File: src/rtl/dmem_arbiter.sv
// Round-robin arbiter sharing one data-memory port among NUM_REQ requesters, one transaction in flight.
// Optional WAIT watchdog enabled by defining DMEM_ARB_TIMEOUT_EN.
module dmem_arbiter #(
   parameter int NUM_REQ        = 4,
   parameter int ADDR_WIDTH     = 32,
   parameter int DATA_WIDTH     = 32,
   parameter int TIMEOUT_CYCLES = 256
) (
   input  logic                          clk,
   input  logic                          rst_n,
   input  logic [NUM_REQ-1:0]            req_valid,
   input  logic [NUM_REQ-1:0]            req_we,
   input  logic [NUM_REQ*ADDR_WIDTH-1:0] req_addr,
   input  logic [NUM_REQ*DATA_WIDTH-1:0] req_wdata,
   input  logic [NUM_REQ*4-1:0]          req_be,
   output logic [NUM_REQ-1:0]            resp_valid,
   output logic [DATA_WIDTH-1:0]         resp_rdata,
   output logic                          resp_err,
   output logic                          mem_req,
   output logic                          mem_we,
   output logic [ADDR_WIDTH-1:0]         mem_addr,
   output logic [DATA_WIDTH-1:0]         mem_wdata,
   output logic [3:0]                    mem_be,
   input  logic [DATA_WIDTH-1:0]         mem_rdata,
   input  logic                          mem_valid,
   output logic                          busy
);

   localparam int IDX_W = (NUM_REQ > 1) ? $clog2(NUM_REQ) : 1;

   typedef enum logic [1:0] {
      ST_IDLE = 2'd0,
      ST_WAIT = 2'd1,
      ST_RESP = 2'd2
   } state_t;

   state_t                  state_q, state_d;
   logic [IDX_W-1:0]        rr_ptr_q, rr_ptr_d;
   logic [IDX_W-1:0]        grant_q, grant_d;
   logic                    mem_req_q, mem_req_d;
   logic                    mem_we_q, mem_we_d;
   logic [ADDR_WIDTH-1:0]   mem_addr_q, mem_addr_d;
   logic [DATA_WIDTH-1:0]   mem_wdata_q, mem_wdata_d;
   logic [3:0]              mem_be_q, mem_be_d;
   logic [NUM_REQ-1:0]      resp_valid_q, resp_valid_d;
   logic [DATA_WIDTH-1:0]   resp_rdata_q, resp_rdata_d;
`ifdef DMEM_ARB_TIMEOUT_EN
   logic [31:0]             wd_cnt_q, wd_cnt_d;
   logic                    resp_err_q, resp_err_d;
`endif

   logic [IDX_W-1:0]        cand_s [NUM_REQ];
   logic                    pick_found_s;
   logic [IDX_W-1:0]        pick_idx_s;

   // Candidate i is the requester i positions above the round-robin pointer.
   for (genvar gi = 0; gi < NUM_REQ; gi++) begin : g_cand
      assign cand_s[gi] = IDX_W'((int'(rr_ptr_q) + gi) % NUM_REQ);
   end

   // First active requester scanning upward from rr_ptr.
   always_comb begin
      pick_found_s = 1'b0;
      pick_idx_s   = '0;
      for (int i = 0; i < NUM_REQ; i++) begin
         if (!pick_found_s && req_valid[cand_s[i]]) begin
            pick_found_s = 1'b1;
            pick_idx_s   = cand_s[i];
         end else begin
            pick_found_s = pick_found_s;
         end
      end
   end

   // Next-state and next-output computation for the IDLE/WAIT/RESP sequence.
   always_comb begin
      state_d      = state_q;
      rr_ptr_d     = rr_ptr_q;
      grant_d      = grant_q;
      mem_req_d    = mem_req_q;
      mem_we_d     = mem_we_q;
      mem_addr_d   = mem_addr_q;
      mem_wdata_d  = mem_wdata_q;
      mem_be_d     = mem_be_q;
      resp_valid_d = '0;
      resp_rdata_d = resp_rdata_q;
`ifdef DMEM_ARB_TIMEOUT_EN
      wd_cnt_d     = wd_cnt_q;
      resp_err_d   = resp_err_q;
`endif
      case (state_q)
         ST_IDLE: begin
            if (pick_found_s) begin
               grant_d     = pick_idx_s;
               mem_req_d   = 1'b1;
               mem_we_d    = req_we[pick_idx_s];
               mem_addr_d  = req_addr[pick_idx_s*ADDR_WIDTH +: ADDR_WIDTH];
               mem_wdata_d = req_wdata[pick_idx_s*DATA_WIDTH +: DATA_WIDTH];
               mem_be_d    = req_be[pick_idx_s*4 +: 4];
               state_d     = ST_WAIT;
`ifdef DMEM_ARB_TIMEOUT_EN
               wd_cnt_d    = 32'd0;
`endif
            end else begin
               state_d = ST_IDLE;
            end
         end
         ST_WAIT: begin
            if (mem_valid) begin
               // Stores return zero so stale memory bus data never reaches a requester.
               resp_rdata_d = mem_we_q ? {DATA_WIDTH{1'b0}} : mem_rdata;
               resp_valid_d = NUM_REQ'(1) << grant_q;
               mem_req_d    = 1'b0;
               state_d      = ST_RESP;
`ifdef DMEM_ARB_TIMEOUT_EN
            end else if (wd_cnt_q == 32'(TIMEOUT_CYCLES)) begin
               resp_rdata_d = DATA_WIDTH'(32'hDEAD_BEEF);
               resp_valid_d = NUM_REQ'(1) << grant_q;
               resp_err_d   = 1'b1;
               mem_req_d    = 1'b0;
               state_d      = ST_RESP;
            end else begin
               wd_cnt_d = wd_cnt_q + 32'd1;
            end
`else
            end else begin
               state_d = ST_WAIT;
            end
`endif
         end
         ST_RESP: begin
            rr_ptr_d = (grant_q == IDX_W'(NUM_REQ - 1)) ? {IDX_W{1'b0}} : grant_q + IDX_W'(1);
            state_d  = ST_IDLE;
`ifdef DMEM_ARB_TIMEOUT_EN
            resp_err_d = 1'b0;
`endif
         end
         default: begin
            state_d   = ST_IDLE;
            mem_req_d = 1'b0;
         end
      endcase
   end

   // State and registered outputs; reset aborts any transaction in flight.
   always_ff @(posedge clk or negedge rst_n) begin
      if (!rst_n) begin
         state_q      <= ST_IDLE;
         rr_ptr_q     <= '0;
         grant_q      <= '0;
         mem_req_q    <= 1'b0;
         mem_we_q     <= 1'b0;
         mem_addr_q   <= '0;
         mem_wdata_q  <= '0;
         mem_be_q     <= 4'b0000;
         resp_valid_q <= '0;
         resp_rdata_q <= '0;
`ifdef DMEM_ARB_TIMEOUT_EN
         wd_cnt_q     <= 32'd0;
         resp_err_q   <= 1'b0;
`endif
      end else begin
         state_q      <= state_d;
         rr_ptr_q     <= rr_ptr_d;
         grant_q      <= grant_d;
         mem_req_q    <= mem_req_d;
         mem_we_q     <= mem_we_d;
         mem_addr_q   <= mem_addr_d;
         mem_wdata_q  <= mem_wdata_d;
         mem_be_q     <= mem_be_d;
         resp_valid_q <= resp_valid_d;
         resp_rdata_q <= resp_rdata_d;
`ifdef DMEM_ARB_TIMEOUT_EN
         wd_cnt_q     <= wd_cnt_d;
         resp_err_q   <= resp_err_d;
`endif
      end
   end

   assign mem_req    = mem_req_q;
   assign mem_we     = mem_we_q;
   assign mem_addr   = mem_addr_q;
   assign mem_wdata  = mem_wdata_q;
   assign mem_be     = mem_be_q;
   assign resp_valid = resp_valid_q;
   assign resp_rdata = resp_rdata_q;
   assign busy       = (state_q != ST_IDLE);
`ifdef DMEM_ARB_TIMEOUT_EN
   assign resp_err   = resp_err_q;
`else
   assign resp_err   = 1'b0;
`endif

endmodule

File: config.mk
export PLATFORM = sky130hd
export DESIGN_NAME = dmem_arbiter
export DESIGN_NICKNAME = d
export VERILOG_FILES = /design/src/rtl/dmem_arbiter.sv
export SDC_FILE = /design/constraint.sdc
export NUM_CORES = 1
export LEC_CHECK = 0
export ABC_AREA = 0
export CAP_MARGIN = 30
export CORE_AREA = 3 3 164 166
export CTS_CLUSTER_DIAMETER = 40
export DETAILED_ROUTE_END_ITERATION = 10
export DIE_AREA = 0 0 167 169
export PLACE_DENSITY = 0.66
export SLEW_MARGIN = 5
export SYNTH_ARGS = -nofsm -noshare
export SYNTH_HDL_FRONTEND = slang
export SYNTH_SLANG_ARGS = --single-unit
File: constraint.sdc
create_clock -name clk -period 2.7 [get_ports clk]
set_input_delay 0.54 -clock clk [delete_from_list [all_inputs] [get_ports clk]]
set_output_delay 0.54 -clock clk [all_outputs]
set_load 0.005 [all_outputs]
==> flow_summary.json <==
{
  "dp.cells": 1318,
  "synth_top_area_frac": 0.4175,
  "hold_viol_final": 0,
  "period_share": 0.8580,
  "synth_cell_types": 35,
  "coreArea_mm2": 0.02576,
  "grt_pass1_vias": 6514,
  "cts_buffer_depth": 2,
  "worstSetupPathType": "input pin to flip-flop",
  "ant_nets": 0,
  "fin_ws_ns": 0.3834,
  "cts_max_level": 3,
  "ioPinCount": 423,
  "cap_violations": 0,
  "yosysSeqAreaShare": 0.4175,
  "grt-ovfl-total": 0,
  "cp-start-kind": "input pin",
  "yosys_warnings": 0,
  "synthTopCellsByArea": "dfrtp_1 (42%), mux2i_1 (21%), o221ai_2 (15%)",
  "maxSlewViolCount": 0,
  "syn_to_final_growth_pct": 73.72,
  "antenna_found_initial": 1,
  "port_buffers": 421,
  "vias_per_cell": 4.557,
  "cts.sinks": 112,
  "async_flop_share": 1.000,
  "final.setup_skew_ns": 0.01045,
  "drt_iter0_markers": 237,
  "start_util": 0.2606,
  "fmax_mhz": 431.7,
  "dpl_cell_area_mm2": 0.01136,
  "grt.total_usage": 0.1733,
  "fp.dieW_um": 167,
  "wl_per_cell_um": 18.91,
  "ir_drop_uv": 349.3,
  "ctsRootBufferMaster": "clkbuf_16",
  "dp_hpwl_mm": 19.82,
  "synth_top_area_cell": "dfrtp_1",
  "die_h_um": 169,
  "p_per_area_mw_per_mm2": 828.5,
  "utilization": 0.4526,
  "fin_cells": 1335,
  "clk_latency_ns": 0.36,
  "drive_gt1_frac": 0.1291,
  "cts_setup_buffers": 0,
  "dr.pass1.iters": 4,
  "clkTransAtPathRegs_ns": 0.09,
  "vias": 6083,
  "holdBufCountCts": 0,
  "synth_edf_count": 0,
  "nets": 1313,
  "cts_buffers": 9,
  "final_cell_area_mm2": 0.01166,
  "die_area_mm2": 0.02822,
  "hold_path_class": "input pin to async pin",
  "crit_required_ns": 2.94,
  "tightest_slew_ns": 0.6513,
  "synthFlopType": "dfrtp_1",
  "ys_ff_latch": 112,
  "synthCells": 576,
  "setup_viol": 0,
  "num_rows": 59,
  "endpoint_kind": "flip-flop",
  "finalPower_uw": 9662,
  "arrival_ns": 2.56,
  "crit_fanout": 19,
  "slew_headroom": 0.5658,
  "dpl_worst_slack_ns": -0.03402,
  "detail_route.wirelength_mm": 25.24,
  "grt_pass1_wl_mm": 38.49,
  "avgSynthCellArea_um2": 11.65,
  "route.detailed.drc": 0,
  "rsz0062_at_grt": "no",
  "grt_max_degree": 61,
  "postCtsResizedCells": 0,
  "syn-cell-area_mm2": 0.006713,
  "place_congestion": 0.8084,
  "leakage_uw": 0.005022,
  "status": "finished clean",
  "cts_tree": "built",
  "synth_fp_nets": 895,
  "fin_crit_ns": 2.317
}
layout make-up:
class / count / area [µm²]
flip-flops and latches: 112 / 2803
fillers: 2460 / 14100
clock buffers: 9 / 225.2
multi-input cells: 410 / 3478
inverters: 5 / 18.77
repair buffers: 456 / 4637
well taps: 335 / 419.2
diodes: 1 / 2.502
clock inverters: 7 / 77.57
Yosys cell counts (4+ instances only):
master,count
mux2i_1,139
ha_1,4
o21ai_0,33
clkbuf_1,16
buf_2,14
dfrtp_1,112
inv_1,5
buf_12,11
nand2b_1,33
nand2_1,102
and2_1,4
o221ai_2,69
cell families after synthesis:
family / synth area share
compound gates: 0.1974
simple gates: 0.1014
buf+inv: 0.06673
fa+ha+maj: 0.007456
mux: 0.2089
other cells: 0.0005586
flops: 0.4175
stage by stage:
step / TNS, ns / hold WS [ns]
3_3_place_gp: 0 / 0.4352
2_1_floorplan: 0 / 0.2444
6_report: 0 / 0.04213
4_1_cts: 0 / 0.03235
5_1_grt: 0 / 0.04073
3_5_place_dp: -0.03402 / 0.4336
state kept, by name, summed over array words and instances, names as in the netlist:
register and cells:
grant_q 2, resp_valid 4, mem_be 4, state_q 2
mem_wdata 32, mem_req 1, resp_rdata 32, rr_ptr_q 2
mem_addr 32, mem_we 1
worst max-delay path: stages:
cell and delay, ns:
clkdlybuf4s50_1 0.52, or3b_4 0.45, o221ai_4 0.11, buf_12 0.22, buf_4 0.22, mux2i_1 0.35, o221ai_2 0.13
per-layer routing:
metal  part of all wire  track usage
met5                  0            0
met4              0.017      0.04627
met3              0.076      0.05395
met2               0.51       0.3045
met1               0.40       0.2059
cells in the final DEF, fill, tap and decap left out, drive strengths merged, types with 2 or more instances in the layout:
cell type and instances:
buf 36, mux2i 139, o22a 2, a21oi 2
o221ai 70, clkdlybuf4s50 420, and2 4, a2bb2oi 2
ha 4, o22ai 2, o21ai 35, nand2 103
inv 8, dfrtp 112, nand2b 33, clkinv 3
or2 3, clkbuf 9
power breakdown:
part	switching (µW)	leakage, µW	internal, µW
clock network	741	0.000144	661
logic	2250	0.00347	3110
registers	475	0.00140	2430
final timing paths:
check	start	endpoint	slack, ns	cells after the start
worst max-delay path	req_valid[1]	mem_wdata[21]	0.38	7
worst min-delay path	rst_n	mem_wdata[8]	0.04	1
worst max register to register	rr_ptr_q[1]	mem_wdata[21]	0.58	6
worst min register to register	resp_rdata[11]	resp_rdata[11]	0.48	2
max in group asynchronous	rst_n	mem_addr[14]	1.82	2
min in group clk	resp_rdata[11]	resp_rdata[11]	0.48	2
Note: power is estimated with default switching activity, not from simulation.
==> patch 1 (config.mk and constraints unchanged) <==
`mem_be_q` no longer has a reset.
--- a/src/rtl/dmem_arbiter.sv
+++ b/src/rtl/dmem_arbiter.sv
@@ -152,7 +152,6 @@
          mem_we_q     <= 1'b0;
          mem_addr_q   <= '0;
          mem_wdata_q  <= '0;
-         mem_be_q     <= 4'b0000;
          resp_valid_q <= '0;
          resp_rdata_q <= '0;
 `ifdef DMEM_ARB_TIMEOUT_EN
@@ -167,7 +166,6 @@
          mem_we_q     <= mem_we_d;
          mem_addr_q   <= mem_addr_d;
          mem_wdata_q  <= mem_wdata_d;
-         mem_be_q     <= mem_be_d;
          resp_valid_q <= resp_valid_d;
          resp_rdata_q <= resp_rdata_d;
 `ifdef DMEM_ARB_TIMEOUT_EN
@@ -175,6 +173,10 @@
          resp_err_q   <= resp_err_d;
 `endif
       end
+   end
+
+   always_ff @(posedge clk) begin
+      mem_be_q <= mem_be_d;
    end
 
    assign mem_req    = mem_req_q;
Check against the original RTL: not equivalent (Yosys sat finds a counterexample within 4 cycles, from zero or initial values and one cycle with rst_n low).
==> patch 1 against the unedited design <==
Final area shrank 3.3%. Highest routed layer is now met5. Sequential cell count stayed put. Clock skew grew 0.0044 ns. Worst hold slack improved by 0.23 ns. Largest cell class unchanged. Worst setup slack improved by 0.0039 ns. Area after synthesis decreased by 5.5%. Routed wire length down 3.1%. Combinational power decreased by 7.5%. Total power down 4.9%. Cell count decreased by 0.37%.
==> patch 1: results <==
set metrics [dict create \
    grt_use_total 0.1649 \
    ys_top_cells_by_count "mux2i_1, dfrtp_1, o21ai_0" \
    worst_pin_slew_ns 0.6138 \
    synth_top_area_share 0.4261 \
    place_inst 1313 \
    clkCellAreaFrac 0.02540 \
    r2r_slack_ns 0.55 \
    synth.net_count 893 \
    synth-edff-count 4 \
    use_met2 0.2921 \
    finalWeightedCongestion 0.8170 \
    path_max_fanout 16 \
    signal_buffer_area_fraction 0.4087 \
    status "completed" \
    synth_seq_area_share 0.4451 \
    async_reset_ff_frac 0.9643 \
    multi_input_area_share 0.2765 \
    num-multi-input-gates 407 \
    worstPathArrival_ns 2.54 \
    seq_cell_count 112 \
    wirelength_met1_um 10070 \
    wl_met3_um 1735 \
    muxShareOfSynthArea 0.2275 \
    drive_gt1_frac 0.05930 \
    grt_pass1_vias 6313 \
    synth_fa_ha_area_frac 0.007891 \
    vias_per_cell 4.551 \
    p_leak_nw 5.004 \
    fin_util 0.4378 \
    drt_wl_total_um 24470 \
    grt.met3_usage 0.04250 \
    grt_max_degree 109 \
    finalPower_mw 9.189 \
    synth_compound_area_frac 0.1852 \
]
## patch 1: changes by cell type after synthesis, sizes merged, moves of 4 or more
cell     before  now
mux2i       139  143
a2bb2oi       2   65
nand2       103   37
dfrtp       112  108
edfxtp        0    4
o221ai       70    2
o21ai        35   99
## patch 1: cell families (layout without fill, tap and decap cells)
kind of cell / count (synthesis) / count (layout)
other: 1 / 1
DFF: 112 / 112
muxes: 144 / 144
and+or+nand+nor: 81 / 81
adders and majority gates: 4 / 4
AOI/OAI and AO/OA: 177 / 177
buffers and inverters: 55 / 476
## patch 1: power groups by stage
stage | Sequential (mW) | Combinational [mW] | Clock, mW
after floorplan | 2.91 | 2.37 | 0
after global placement | 2.90 | 4.98 | 0
after detailed placement | 2.92 | 5.03 | 0
after CTS | 2.90 | 5.04 | 1.41
after global routing | 2.99 | 5.39 | 1.46
final | 2.90 | 4.96 | 1.34
==> patch 2 (same settings) <==
Without the edit above. Set the parameter `NUM_REQ` to 2 (it was 4).
--- a/src/rtl/dmem_arbiter.sv
+++ b/src/rtl/dmem_arbiter.sv
@@ -1,7 +1,7 @@
 // Round-robin arbiter sharing one data-memory port among NUM_REQ requesters, one transaction in flight.
 // Optional WAIT watchdog enabled by defining DMEM_ARB_TIMEOUT_EN.
 module dmem_arbiter #(
-   parameter int NUM_REQ        = 4,
+   parameter int NUM_REQ        = 2,
    parameter int ADDR_WIDTH     = 32,
    parameter int DATA_WIDTH     = 32,
    parameter int TIMEOUT_CYCLES = 256
Interface: changed (6 resized); port bits go from 423 to 281. No check against the original RTL was run, so the function may have changed too.
==> patch 2 against the unedited design <==
Final area fell by 23%. Routed wire length decreased by 20%. Count of clock-buffer cells in the layout up 2. Utilization fell by 10 points. Total power decreased by 8.8%. Sequential share of layout area grew 6.1 points. Sequential cell count down 4. Worst setup slack gained 0.19 ns. Area after synthesis down 18%. Synthesized cell count is 1.6% lower.
==> patch 2: results <==
set metrics [dict create \
    status "completed" \
    finalWeightedCongestion 0.7796 \
    p_leak_nw 3.277 \
    max_stage_delay_ns 0.50 \
    cp-startpoint "state_q[0]$_DFF_PN0_" \
    synth.net_count 742 \
    dp_slack_ns 0.3738 \
    combPwrFrac 0.517 \
    path_max_fanout 5 \
    grt_pass1_wl_um 31310 \
    slew_headroom 0.4583 \
    vias 5406 \
    synth_area_leaders "dfrtp_1, a31oi_2, o21ai_0, a21oi_1, nand3_1" \
    ys_types 21 \
    r2r_slack_ns 0.94 \
    worstPathArrival_ns 1.59 \
    synth_seq_area_share 0.4885 \
    drt_iter0_drc 268 \
    grt_max_degree 71 \
    antenna_found_initial 0 \
    dp_hpwl_um 14020 \
    synth_top_family_by_area "compound AO/OA/AOI/OAI gates" \
    p_int_mw 5.677 \
    fin_cells 1152 \
    grt_use_total 0.1385 \
    routedWlPerCell_um 17.51 \
    nFillCells 2608 \
    skew_ns 0.01051 \
    place_inst 1138 \
]
patch 2: cell count changes after synthesis, sizes merged, moves of 68 or more:
cell / delta
nand3: +68
mux2i: -139
a31oi: +69
o221ai: -70
o21ai: +69
patch 2: area by class of cell:
type,instances,area (µm²),area share
Timing Repair Buffer,300,3030,0.3377
Clock buffer,11,252.7,0.02817
Tap cell,335,419.2,0.04672
Inverter,4,15.01,0.001673
Clock inverter,3,46.29,0.005160
Sequential cell,108,2703,0.3012
Multi-Input combinational cell,391,2506,0.2793
patch 2: routing by layer:
metal	up-vias	GRT usage	part of all wire
li1	2526	-	-
met1	2637	0.1788	0.43
met2	219	0.2269	0.48
met3	24	0.03573	0.067
met4	0	0.04627	0.021
met5	-	0	0
patch 2: worst reg2reg max path: cells and delay by family, from the launching register on:
| kind | cells | cell delay [ns] |
|---|---|---|
| AO/OA/AOI/OAI | 1 | 0.15 |
| buffers and inverters | 1 | 0.33 |
| flip-flops | 1 | 0.44 |
| AND/OR/NAND/NOR | 2 | 0.72 |
